[src/rtl/psum_route_node.sv]
// psum_route_node: partial-sum chain node. Pairs local accumulator words with
// upstream partial sums, adds them in a fixed-latency pipeline that never
// stalls, tags results with the node ID and routes them to the previous node
// or the output mux. A credit check on the output FIFO guarantees that every
// issued word has a free slot waiting for it.
module psum_route_node #(
    parameter int DATA_W    = 32,
    parameter int ID_W      = 8,
    parameter int ADD_LAT   = 7,
    parameter int IN_DEPTH  = 4,
    parameter int OUT_DEPTH = 16,
    parameter int SATURATE  = 1
) (
    input  logic                   clock,
    input  logic                   reset,
    input  logic                   conf_enable,
    input  logic                   conf_psum_input,
    input  logic                   conf_psum_output,
    input  logic [ID_W-1:0]        conf_id,
    input  logic [DATA_W-1:0]      psum_i,
    input  logic                   psum_valid_i,
    output logic                   psum_ready_o,
    input  logic                   fifo_empty_i,
    output logic                   fifo_rdreq_o,
    input  logic [DATA_W-1:0]      fifo_rddata_i,
    output logic [ID_W+DATA_W-1:0] psum_o,
    output logic                   psum_to_prev_valid_o,
    output logic                   psum_to_omux_valid_o,
    input  logic                   prev_ready_i,
    input  logic                   omux_ready_i,
    output logic                   busy_o,
    output logic                   err_o
);
    localparam int IN_AW  = $clog2(IN_DEPTH);
    localparam int OUT_AW = $clog2(OUT_DEPTH);
    localparam int CNT_W  = OUT_AW + 1;
    localparam int CRED_W = OUT_AW + 2;

    // Signed add on a DATA_W+1 bit sum; clamps on overflow when SATURATE is set.
    function automatic logic [DATA_W-1:0] add_clamp(input logic [DATA_W-1:0] a,
                                                    input logic [DATA_W-1:0] b);
        logic [DATA_W:0] s;
        s = {a[DATA_W-1], a} + {b[DATA_W-1], b};
        if ((SATURATE != 0) && (s[DATA_W] != s[DATA_W-1])) begin
            if (s[DATA_W]) begin
                return {1'b1, {(DATA_W-1){1'b0}}};
            end else begin
                return {1'b0, {(DATA_W-1){1'b1}}};
            end
        end else begin
            return s[DATA_W-1:0];
        end
    endfunction

    logic                  live;
    logic [DATA_W-1:0]     skid_mem [IN_DEPTH];
    logic [IN_AW-1:0]      skid_wr, skid_rd;
    logic [IN_AW:0]        skid_cnt;
    logic                  skid_full, skid_push, skid_pop;
    logic                  issue, issue_d, credit_ok;
    logic [DATA_W-1:0]     align;
    logic                  add_in_valid;
    logic [DATA_W-1:0]     add_sum;
    logic [DATA_W-1:0]     pipe_data [ADD_LAT];
    logic [ADD_LAT-1:0]    pipe_valid;
    logic [CNT_W-1:0]      inflight;
    logic [DATA_W-1:0]     out_mem [OUT_DEPTH];
    logic [OUT_AW-1:0]     out_wr, out_rd;
    logic [CNT_W-1:0]      out_cnt;
    logic                  out_wr_en, out_pop, head_valid, sel_ready;
    logic [DATA_W-1:0]     out_wdata;

    // The live flag is cleared asynchronously by reset so that issue and
    // psum_ready drop in the same cycle reset rises, with no combinational
    // path from reset to the outputs.
    always_ff @(posedge clock or posedge reset) begin
        if (reset) begin
            live <= 1'b0;
        end else begin
            live <= 1'b1;
        end
    end

    assign skid_full    = (skid_cnt == (IN_AW+1)'(IN_DEPTH));
    assign psum_ready_o = live & conf_enable & conf_psum_input & ~skid_full;
    assign skid_push    = psum_valid_i & psum_ready_o;
    assign credit_ok    = ((CRED_W'(inflight) + CRED_W'(out_cnt)) < CRED_W'(OUT_DEPTH));
    assign issue        = live & conf_enable & ~fifo_empty_i & credit_ok &
                          (~conf_psum_input | (skid_cnt != '0));
    assign skid_pop     = issue & conf_psum_input;
    assign fifo_rdreq_o = issue;

    // Skid FIFO storage; contents are meaningful only below skid_cnt.
    always_ff @(posedge clock) begin
        if (skid_push) begin
            skid_mem[skid_wr] <= psum_i;
        end
    end

    // Skid FIFO pointers and occupancy.
    always_ff @(posedge clock or posedge reset) begin
        if (reset) begin
            skid_wr  <= '0;
            skid_rd  <= '0;
            skid_cnt <= '0;
        end else begin
            if (skid_push) skid_wr <= skid_wr + IN_AW'(1);
            if (skid_pop)  skid_rd <= skid_rd + IN_AW'(1);
            case ({skid_push, skid_pop})
                2'b10:   skid_cnt <= skid_cnt + (IN_AW+1)'(1);
                2'b01:   skid_cnt <= skid_cnt - (IN_AW+1)'(1);
                default: skid_cnt <= skid_cnt;
            endcase
        end
    end

    // Sticky error: an upstream word offered while not ready is lost.
    always_ff @(posedge clock or posedge reset) begin
        if (reset) begin
            err_o <= 1'b0;
        end else if (psum_valid_i & ~psum_ready_o) begin
            err_o <= 1'b1;
        end
    end

    // Align the popped psum with local read data, which returns one cycle later.
    always_ff @(posedge clock or posedge reset) begin
        if (reset) begin
            issue_d <= 1'b0;
            align   <= '0;
        end else begin
            issue_d <= issue;
            if (skid_pop) align <= skid_mem[skid_rd];
        end
    end

    assign add_in_valid = issue_d & conf_psum_input;
    assign add_sum      = add_clamp(fifo_rddata_i, align);

    // Adder pipeline valid bits; the pipeline has no enable and never stalls.
    always_ff @(posedge clock or posedge reset) begin
        if (reset) begin
            pipe_valid <= '0;
        end else begin
            pipe_valid[0] <= add_in_valid;
            for (int i = 1; i < ADD_LAT; i++) pipe_valid[i] <= pipe_valid[i-1];
        end
    end

    // Adder pipeline data, travelling alongside the valid bits.
    always_ff @(posedge clock) begin
        pipe_data[0] <= add_sum;
        for (int i = 1; i < ADD_LAT; i++) pipe_data[i] <= pipe_data[i-1];
    end

    assign out_wr_en = pipe_valid[ADD_LAT-1] | (issue_d & ~conf_psum_input);
    assign out_wdata = pipe_valid[ADD_LAT-1] ? pipe_data[ADD_LAT-1] : fifo_rddata_i;

    // Words issued but not yet written into the output FIFO.
    always_ff @(posedge clock or posedge reset) begin
        if (reset) begin
            inflight <= '0;
        end else begin
            case ({issue, out_wr_en})
                2'b10:   inflight <= inflight + CNT_W'(1);
                2'b01:   inflight <= inflight - CNT_W'(1);
                default: inflight <= inflight;
            endcase
        end
    end

    assign head_valid = (out_cnt != '0);
    assign sel_ready  = conf_psum_output ? omux_ready_i : prev_ready_i;
    assign out_pop    = head_valid & sel_ready;

    // Output FIFO storage; never overflows thanks to the issue credit check.
    always_ff @(posedge clock) begin
        if (out_wr_en) begin
            out_mem[out_wr] <= out_wdata;
        end
    end

    // Output FIFO pointers and occupancy.
    always_ff @(posedge clock or posedge reset) begin
        if (reset) begin
            out_wr  <= '0;
            out_rd  <= '0;
            out_cnt <= '0;
        end else begin
            if (out_wr_en) out_wr <= out_wr + OUT_AW'(1);
            if (out_pop)   out_rd <= out_rd + OUT_AW'(1);
            case ({out_wr_en, out_pop})
                2'b10:   out_cnt <= out_cnt + CNT_W'(1);
                2'b01:   out_cnt <= out_cnt - CNT_W'(1);
                default: out_cnt <= out_cnt;
            endcase
        end
    end

    assign psum_o               = {conf_id, head_valid ? out_mem[out_rd] : {DATA_W{1'b0}}};
    assign psum_to_omux_valid_o = head_valid & conf_psum_output;
    assign psum_to_prev_valid_o = head_valid & ~conf_psum_output;
    assign busy_o               = (skid_cnt != '0) | (inflight != '0) | head_valid;
endmodule
[config.mk]
export PLATFORM = sky130hd
export DESIGN_NAME = psum_route_node
export DESIGN_NICKNAME = d
export VERILOG_FILES = /design/src/rtl/psum_route_node.sv
export SDC_FILE = /design/constraint.sdc
export NUM_CORES = 1
export LEC_CHECK = 0
export CORE_MARGIN = 2
export CORE_UTILIZATION = 54
export CTS_CLUSTER_SIZE = 12
export DETAILED_ROUTE_END_ITERATION = 8
export GPL_TIMING_DRIVEN = 0
export PLACE_DENSITY = 0.73
export SLEW_MARGIN = 15
export SYNTH_ARGS = -nofsm -noshare
export SYNTH_HDL_FRONTEND = slang
export SYNTH_SLANG_ARGS = --single-unit
[constraint.sdc]
create_clock -name clock -period 3.3 [get_ports clock]
set_clock_uncertainty 0.15 [all_clocks]
set_input_delay 0.825 -clock clock [delete_from_list [all_inputs] [get_ports clock]]
set_output_delay 0.825 -clock clock [all_outputs]
set_load 0.005 [all_outputs]
Word-level counts from Yosys, hierarchy flattened
Memories as Yosys holds them, arrays and structs flattened. A register that Yosys moved wholly into a read port is not among the register bits.
Cells that the tools add are included.
- logic and storage cells: 76
- input bits: 81
- memories kept: 3
- bits in writable memories: 864
- register bits: 35
- output and inout bits: 46
- memory list (memory ; depth ; bits a word ; rd ports ; clocked after Yosys merged registers in ; wr ports ; line ; source):
    out_mem ; 16 ; 32 ; 1 ; 0 ; 1 ; 67 ; logic [DATA_W-1:0] out_mem [OUT_DEPTH];
    pipe_data ; 7 ; 32 ; 7 ; 0 ; 7 ; 64 ; logic [DATA_W-1:0] pipe_data [ADD_LAT];
    skid_mem ; 4 ; 32 ; 1 ; 1 ; 1 ; 56 ; logic [DATA_W-1:0] skid_mem [IN_DEPTH];
- magnitude comparators: 1
- bitwise logic cells: 23
- add/subtract/negate cells: 12
- multiplexer cells: 12
- eq/ne operators: 8
- reductions and logical operators: 6
- operators with widths (kind ; count):
    $mux W32 ; 4
    $add A32 B32 Y33 ; 1
    $pmux W5 S2 ; 2
    $and A1 B1 Y1 ; 14
    $add A5 B1 Y5 const B ; 2
    $reduce_bool A5 Y1 ; 2
    $sub A5 B1 Y5 const B ; 2
    $add A4 B1 Y4 const B ; 2
    $add A5 B5 Y6 ; 1
    $eq A2 B1 Y1 const B ; 3
    $eq A2 B2 Y1 const B ; 3
    $lt A6 B5 Y1 const B ; 1
    $pmux W3 S2 ; 1
    $reduce_bool A2 Y1 ; 3
    $mux W1 ; 5
    $not A1 Y1 ; 5
    $add A2 B1 Y2 const B ; 2
    $or A1 B1 Y1 ; 4
    $add A3 B1 Y3 const B ; 1
    $eq A3 B3 Y1 const B ; 1
    $reduce_bool A3 Y1 ; 1
    $sub A3 B1 Y3 const B ; 1
    $ne A1 B1 Y1 ; 1

Logic depth before layout (Yosys ltp)
Gate-level depths: netlist of run 1.
- depth in word-level cells: 7
- gate-level depth with buffers: 14
- depth with buffers taken out: 14

Least setup slack after synthesis of run 1
Ideal clock, no wire load.
- path kind: input -> register
- start point: in fifo_rddata_i[0]
- end point: mem pipe_data[0][12]
- cell stages on the path: 12
- arrival: 3.293 ns
- library setup time: 0.059 ns
- path slack: -0.202 ns
- path buffers: 2
- required time: 3.091 ns
- path through: ha_1 -> inv_1 -> fa_1 -> nand2b_1 -> a21o_1 -> a2111oi_0 -> or3b_1 -> buf_2 -> a311oi_4 -> o21ai_2 -> clkbuf_1 -> maj3_2
- RTL lines (item ; line ; source):
    start, declared ; 25 ; input logic [DATA_W-1:0] fifo_rddata_i,
    end, declared ; 64 ;

Final worst setup path of run 1
- start point: reg out_rd[0]
- end point: out psum_o[30]
- cells in the longest elaborated chain, start to end: 2
- RTL lines (item ; line ; source):
    start, declared ; 68 ; logic [OUT_AW-1:0] out_wr, out_rd;
    start signal, assigned ; 191 ; if (out_pop) out_rd <= out_rd + OUT_AW'(1);
    $mem_v2 Z16 W32 ; -- ;
    $mux W32 ; 200 ; assign psum_o = {conf_id, head_valid ? out_mem[out_rd] : {DATA_W{1'b0}}};
    end, declared ; 26 ; output logic [ID_W+DATA_W-1:0] psum_o,
No other way between the ends.

==> results of run 1 <==
## cell type report
class | count | area share
multi-input combinational | 674 | 0.210
sequential | 931 | 0.612
clock inverter | 13 | 0.00220
buffer | 73 | 0.0186
clock buffer | 153 | 0.0644
inverter | 36 | 0.00332
timing repair buffer | 235 | 0.0644
tap | 846 | 0.0255
## kinds of logic (layout without fill, tap and decap cells)
kind of cell,count (synthesis),in the layout,share of synthesized area
other cells,1,1,0.000110
xor+xnor,52,52,0.0136
flops,931,931,0.744
fa+ha+maj,83,83,0.0304
compound gates,117,117,0.0243
simple gates,162,162,0.0254
mux,259,259,0.149
buf+inv,114,510,0.0142
## registers in the layout, summed over array words and instances, names as in the netlist
register / cells
pipe_data: 224
skid_cnt: 3
live: 1
inflight: 5
out_rd: 4
out_wr: 4
skid_rd: 2
err_o: 1
issue_d: 1
skid_mem: 128
out_cnt: 5
align: 32
out_mem: 512
pipe_valid: 7
skid_wr: 2
## critical path: stages (launching register included)
cell and delay, ns:
dfrtp_2 0.48, clkbuf_16 0.22, buf_12 0.14, buf_6 0.11, mux4_2 0.53, mux4_2 0.54
nor2b_4 0.15, buf_2 0.12
## where the power goes
| part | internal [mW] | switching, mW |
|---|---|---|
| clock | 5.51 | 4.15 |
| combinational | 7.09 | 5.74 |
| sequential | 14.6 | 0.702 |
| total | 27.2 | 10.6 |
## layout by cell type (no fill, tap or decap), types with 37 or more instances in the layout
cell type / count
ha_1: 37
buf_4: 49
clkbuf_1: 61
mux4_2: 192
mux2_2: 63
dfrtp_1: 65
dfxtp_1: 224
clkdlybuf4s50_1: 64
edfxtp_1: 640
clkbuf_16: 101
## stage by stage
stage / power (mW) / TNS (ns) / utilization / setup slack [ns] / hold slack, ns
final: 37.8 / -17.40 / 0.662 / -0.619 / 0.164
after global placement: 25.8 / -668.83 / 0.581 / -1.14 / 0.160
after CTS: 37.5 / -16.54 / 0.657 / -0.566 / 0.162
after detailed placement: 26.1 / -112.69 / 0.589 / -1.17 / 0.162
after floorplan: 22.7 / -0.295 / - / -0.0243 / 0.160
after global routing: 39.5 / -19.54 / 0.662 / -0.664 / 0.173
## final timing paths
path,end,from,cells past startpoint
worst max-delay path,psum_o[30],out_rd[0],7
min in group asynchronous,out_rd[1],reset,2
worst min register to register,pipe_data[5][18],pipe_data[4][18],0
max in group asynchronous,align[7],reset,3
worst min-delay path,pipe_data[5][18],pipe_data[4][18],0
worst max register to register,inflight[4],out_cnt[1],14
## routing by layer
metal / GRT usage / share of wire
met1: 0.293 / 0.38
met2: 0.407 / 0.52
met3: 0.0390 / 0.066
met4: 0.0925 / 0.035
met5: 0 / 0.00032
## repair_timing
| action | 4_1_cts | 5_1_grt |
|---|---|---|
| gates cloned | 6 | 2 |
| pin swaps | 16 | 7 |
| resized for setup | 345 | 61 |
| endpoints found under the setup margin | 81 | 70 |
| buffers inserted | 73 | 17 |
==> impl_metrics.env, run 1 <==
export IMPL_grt_setup_unrepaired="true"
export IMPL_cts_tree="built"
export IMPL_cts_sinks=931
export IMPL_grt_use_total=0.234
export IMPL_synth_common_cells="edfxtp_1, dfxtp_1, mux4_2"
export IMPL_antenna_found_initial=2
export IMPL_dp_cells=2704
export IMPL_syn_avg_cell_area_um2=19.9
export IMPL_diodes=0
export IMPL_synth_warnings=0
export IMPL_vias=17080
export IMPL_regArea_um2=25400
export IMPL_synth_edf_count=640
export IMPL_stdcell_area_um2=41500
export IMPL_period_share=1.19
export IMPL_cts_root_buffer="clkbuf_16"
export IMPL_insertion_delay_ns=0.63
export IMPL_grt_max_degree=37
export IMPL_overflow=0
export IMPL_cp_start_kind="register"
export IMPL_seq_area_frac_synth=0.744
export IMPL_path_class="register to output port"
export IMPL_netlist_top_cell_by_area="edfxtp_1"
export IMPL_fmax_ghz=0.255
export IMPL_holdBufCountCts=0
export IMPL_clk_path_buf_depth=3
export IMPL_wl_per_cell_um=25.5
export IMPL_required_ns=2.32
export IMPL_dp_hpwl_um=47200
export IMPL_cts_max_level=3
export IMPL_slew_viol_final=0
export IMPL_power_density_nw_per_um2=910
export IMPL_tightest_slew_ns=1.06
export IMPL_drt_wl_total_um=75500
export IMPL_core_area_um2=62700
export IMPL_placed_area_um2=37000
export IMPL_synth_area_top_cells="edfxtp_1, dfxtp_1, mux4_2"
export IMPL_die_h_um=255
export IMPL_port_buffers=118
export IMPL_worst_path_max_fanout=7
export IMPL_rrSetupSlack_ns=0.07
export IMPL_layout_cells_non_filler=2961
export IMPL_async_reset_ff_frac=0.0720
export IMPL_ios=127
export IMPL_ys_seq_elements=931
export IMPL_dr_pass1_iters=5
export IMPL_rows=92
export IMPL_num_nets_final=2182
export IMPL_grt_pass1_wl_um=112000
export IMPL_grt_pass1_vias=18138
export IMPL_worst_slack_ns=-0.619
export IMPL_die_area_um2=65200
export IMPL_cap_violations=0
export IMPL_synth_fp_nets=1858
export IMPL_worstSetupEndpointType="output port"
export IMPL_yosysTopAreaCellShare=0.563
export IMPL_layout_drive_gt1_share=0.329
export IMPL_fillCellCount=4034
export IMPL_drtIter0Drc=1566
export IMPL_p_leak_nw=14.8
export IMPL_multiInputGateArea_um2=8720
export IMPL_path_clk_slew_ns=0.06
export IMPL_start_util=0.544
export IMPL_finalHoldViolCount=0
export IMPL_hold_path_class="register to register"
export IMPL_worstPathArrival_ns=2.94
export IMPL_synth_most_common_cell="edfxtp_1"
export IMPL_period_minus_slack_ns=3.92
export IMPL_drc=0
export IMPL_ir_drop_uv=566
export IMPL_synth_cells=1719
export IMPL_relSlewSlack=0.292
export IMPL_ys_types=61
export IMPL_status="complete, but fails checks"
export IMPL_dieWidth_um=255
export IMPL_viasPerCell=5.77
export IMPL_synthFlopType="edfxtp_1"
export IMPL_violations="setup timing"
export IMPL_area_growth_pct=21.6
export IMPL_cts_buffers=92
export IMPL_setup_violations=33
export IMPL_antenna_left=0
export IMPL_place_congestion=0.852
export IMPL_syn_cell_area_um2=34100
Note: power is estimated with default switching activity, not from simulation.
==> run 2: changes to the inputs <==
--- a/config.mk
+++ b/config.mk
@@ -11,6 +11,7 @@
 export DETAILED_ROUTE_END_ITERATION = 8
 export GPL_TIMING_DRIVEN = 0
 export PLACE_DENSITY = 0.73
+export SKIP_CTS_REPAIR_TIMING = 1
 export SLEW_MARGIN = 15
 export SYNTH_ARGS = -nofsm -noshare
 export SYNTH_HDL_FRONTEND = slang
==> run 2 against run 1 <==
Largest power group unchanged; utilization shrank 0.59 points; first-iteration DRC count is 8.9% lower; critical path depth grew 2; cell count down 0.81%; fmax fell by 2.5%; cell area decreased by 0.89%; non-clock buffer count shrank 25; flip-flop and latch count did not move; the flow still finishes with violations (setup timing); largest cell class unchanged; via count decreased by 0.94%.
==> impl_metrics.env, run 2 (synthesis gave the netlist of run 1 again) <==
export IMPL_dr_pass1_iters=5
export IMPL_pwr_share_comb=0.328
export IMPL_worstSetupEndpointType="output port"
export IMPL_dieWidth_um=255
export IMPL_reg2reg_from="align[4]"
export IMPL_drt_wl_total_um=74300
export IMPL_place_congestion=0.852
export IMPL_wl_per_cell_um=25.3
export IMPL_rows=92
export IMPL_fin_hold_ws_ns=0.162
export IMPL_finalHoldViolCount=0
export IMPL_min_path_cells=0
export IMPL_p_sw_mw=10.5
export IMPL_fin_setup_tns_ns=-20.21
export IMPL_layout_drive_gt1_share=0.317
export IMPL_clockPowerShare=0.259
export IMPL_seqPwrFrac=0.412
export IMPL_vias=16920
export IMPL_core_area_um2=62700
export IMPL_worst_slack_ns=-0.721
export IMPL_p_int_mw=26.7
export IMPL_p_leak_nw=14.7
export IMPL_path_delay_family="multiplexers"
export IMPL_period_minus_slack_ns=4.02
export IMPL_rrSetupSlack_ns=0.09
export IMPL_cp_start_kind="register"
export IMPL_path_class="register to output port"
export IMPL_startpoint="out_rd[0]"
export IMPL_grt_pass1_vias=17382
export IMPL_stdcell_area_um2=41100
export IMPL_overflow=0
export IMPL_area_growth_pct=20.5
export IMPL_status="complete, but fails checks"
export IMPL_layout_commonest_cell="edfxtp_1"
export IMPL_slew_viol_final=0
export IMPL_insertion_delay_ns=0.63
export IMPL_worst_r2r_endpoint="pipe_data[0][12]"
export IMPL_layout_common_cells="edfxtp_1, dfxtp_1, mux4_2, clkbuf_16, dfrtp_1"
export IMPL_drtIter0Drc=1427
export IMPL_antenna_found_initial=2
export IMPL_max_stage_delay_ns=0.53
export IMPL_hold_path_class="register to register"
export IMPL_cts_tree="built"
export IMPL_ff2ff_path_depth=10
export IMPL_port_buffers=118
export IMPL_cts_buffers=92
export IMPL_grt_use_total=0.221
export IMPL_grt_max_degree=37
export IMPL_ios=127
export IMPL_cap_violations=0
export IMPL_cts_sinks=931
export IMPL_regMostFlops="out_mem"
export IMPL_cts_max_level=3
export IMPL_die_h_um=255
export IMPL_top_regs="out_mem: 512 flops, pipe_data: 224 flops, skid_mem: 128 flops"
export IMPL_num_nets_final=2157
export IMPL_grt_pass1_wl_um=107000
export IMPL_worstPathArrival_ns=3.05
export IMPL_grt_setup_unrepaired="true"
export IMPL_fillCellCount=4051
export IMPL_place_ws_ns=-1.17
export IMPL_largest_reg_flops=512
export IMPL_violations="setup timing"
export IMPL_drc=0
export IMPL_required_ns=2.32
export IMPL_worst_path_max_fanout=5
export IMPL_dp_hpwl_um=47200
export IMPL_start_util=0.544
export IMPL_power_density_nw_per_um2=902
export IMPL_crit_buf_inv=6
export IMPL_switching_share=0.282
export IMPL_clk_path_buf_depth=3
export IMPL_path_clk_slew_ns=0.06
export IMPL_relSlewSlack=0.290
export IMPL_setup_violations=32
export IMPL_tightest_slew_ns=1.06
export IMPL_ir_drop_uv=581
export IMPL_die_area_um2=65200
export IMPL_min_from="pipe_data[4][18]"
export IMPL_viasPerCell=5.76
export IMPL_path_cells="buf_6, clkbuf_16, buf_12, buf_16, buf_12, mux4_2, mux4_2, nor2b_1, clkbuf_2"
export IMPL_cts_root_buffer="clkbuf_16"
export IMPL_placed_area_um2=37000
export IMPL_crit_slowest_cell="mux4_2"
export IMPL_antenna_left=0
export IMPL_fmax_ghz=0.249
export IMPL_period_share=1.22
export IMPL_min_to="pipe_data[5][18]"
==> run 2: cell count changes in the layout (fill, tap and decap cells not counted), moves of 4 or more <==
cell,delta
clkbuf_8,-10
dlymetal6s2s_1,+19
buf_12,-6
clkbuf_2,+22
nor2b_1,+8
buf_6,-17
clkbuf_4,+6
ha_4,+4
buf_2,-28
buf_4,+9
nor2b_4,-9
dlygate4sd2_1,-11
buf_8,-9
ha_1,-4
==> run 2: worst max path at each step <==
stage	end	slack [ns]	depth (start not counted)
detailed placement	pipe_data[0][12]	-1.17	13
floorplan	pipe_data[0][12]	-0.02	12
CTS	psum_o[0]	-1.67	7
global placement	pipe_data[0][12]	-1.14	13
global route	psum_o[4]	-0.76	9
finish	psum_o[4]	-0.72	9
==> run 2: per-layer routing <==
layer | track usage | up-vias | share of wire
met4 | 0.0766 | 4 | 0.031
met2 | 0.381 | 670 | 0.52
met1 | 0.291 | 8737 | 0.39
met3 | 0.0314 | 137 | 0.063
li1 | - | 7372 | -
met5 | 0 | - | 0.00032
==> run 2: worst reg2reg max path, stage by stage, from the launching register on <==
cell	delay [ns]
dfrtp_1	0.45
ha_1	0.38
o211ai_1	0.16
o21ai_2	0.12
o311a_4	0.35
nor4_4	0.39
nor3_4	0.10
a221oi_4	0.35
xnor2_4	0.15
buf_6	0.18
maj3_2	0.32
==> run 2: layout make-up <==
class	instances	area, µm²	area share
timing repair buffer	208	2360	0.0573
antenna	1	2.50	0.0000608
clock inverter	13	91.3	0.00222
clock buffer	153	2670	0.0650
inverter	36	140	0.00341
multi-input combinational	674	8740	0.213
tap	846	1060	0.0257
sequential	931	25400	0.617
buffer	75	689	0.0168
==> run 2: power groups by stage <==
| stage | registers [mW] | logic [mW] | clock network, mW |
|---|---|---|---|
| finish | 15.3 | 12.2 | 9.62 |
| global route | 15.5 | 13.1 | 10.2 |
| CTS | 15.3 | 10.7 | 9.75 |
| detailed placement | 15.5 | 10.6 | 0 |
| global placement | 15.4 | 10.4 | 0 |
| floorplan | 15.2 | 7.46 | 0 |
==> run 2: per-stage QoR <==
step / power [mW] / utilization / cells
after floorplan: 22.7 / - / 1719
after global placement: 25.8 / 0.581 / 2683
after detailed placement: 26.1 / 0.589 / 2704
after CTS: 35.7 / 0.633 / 2870
after global routing: 38.8 / 0.656 / 2936
final: 37.1 / 0.656 / 2937
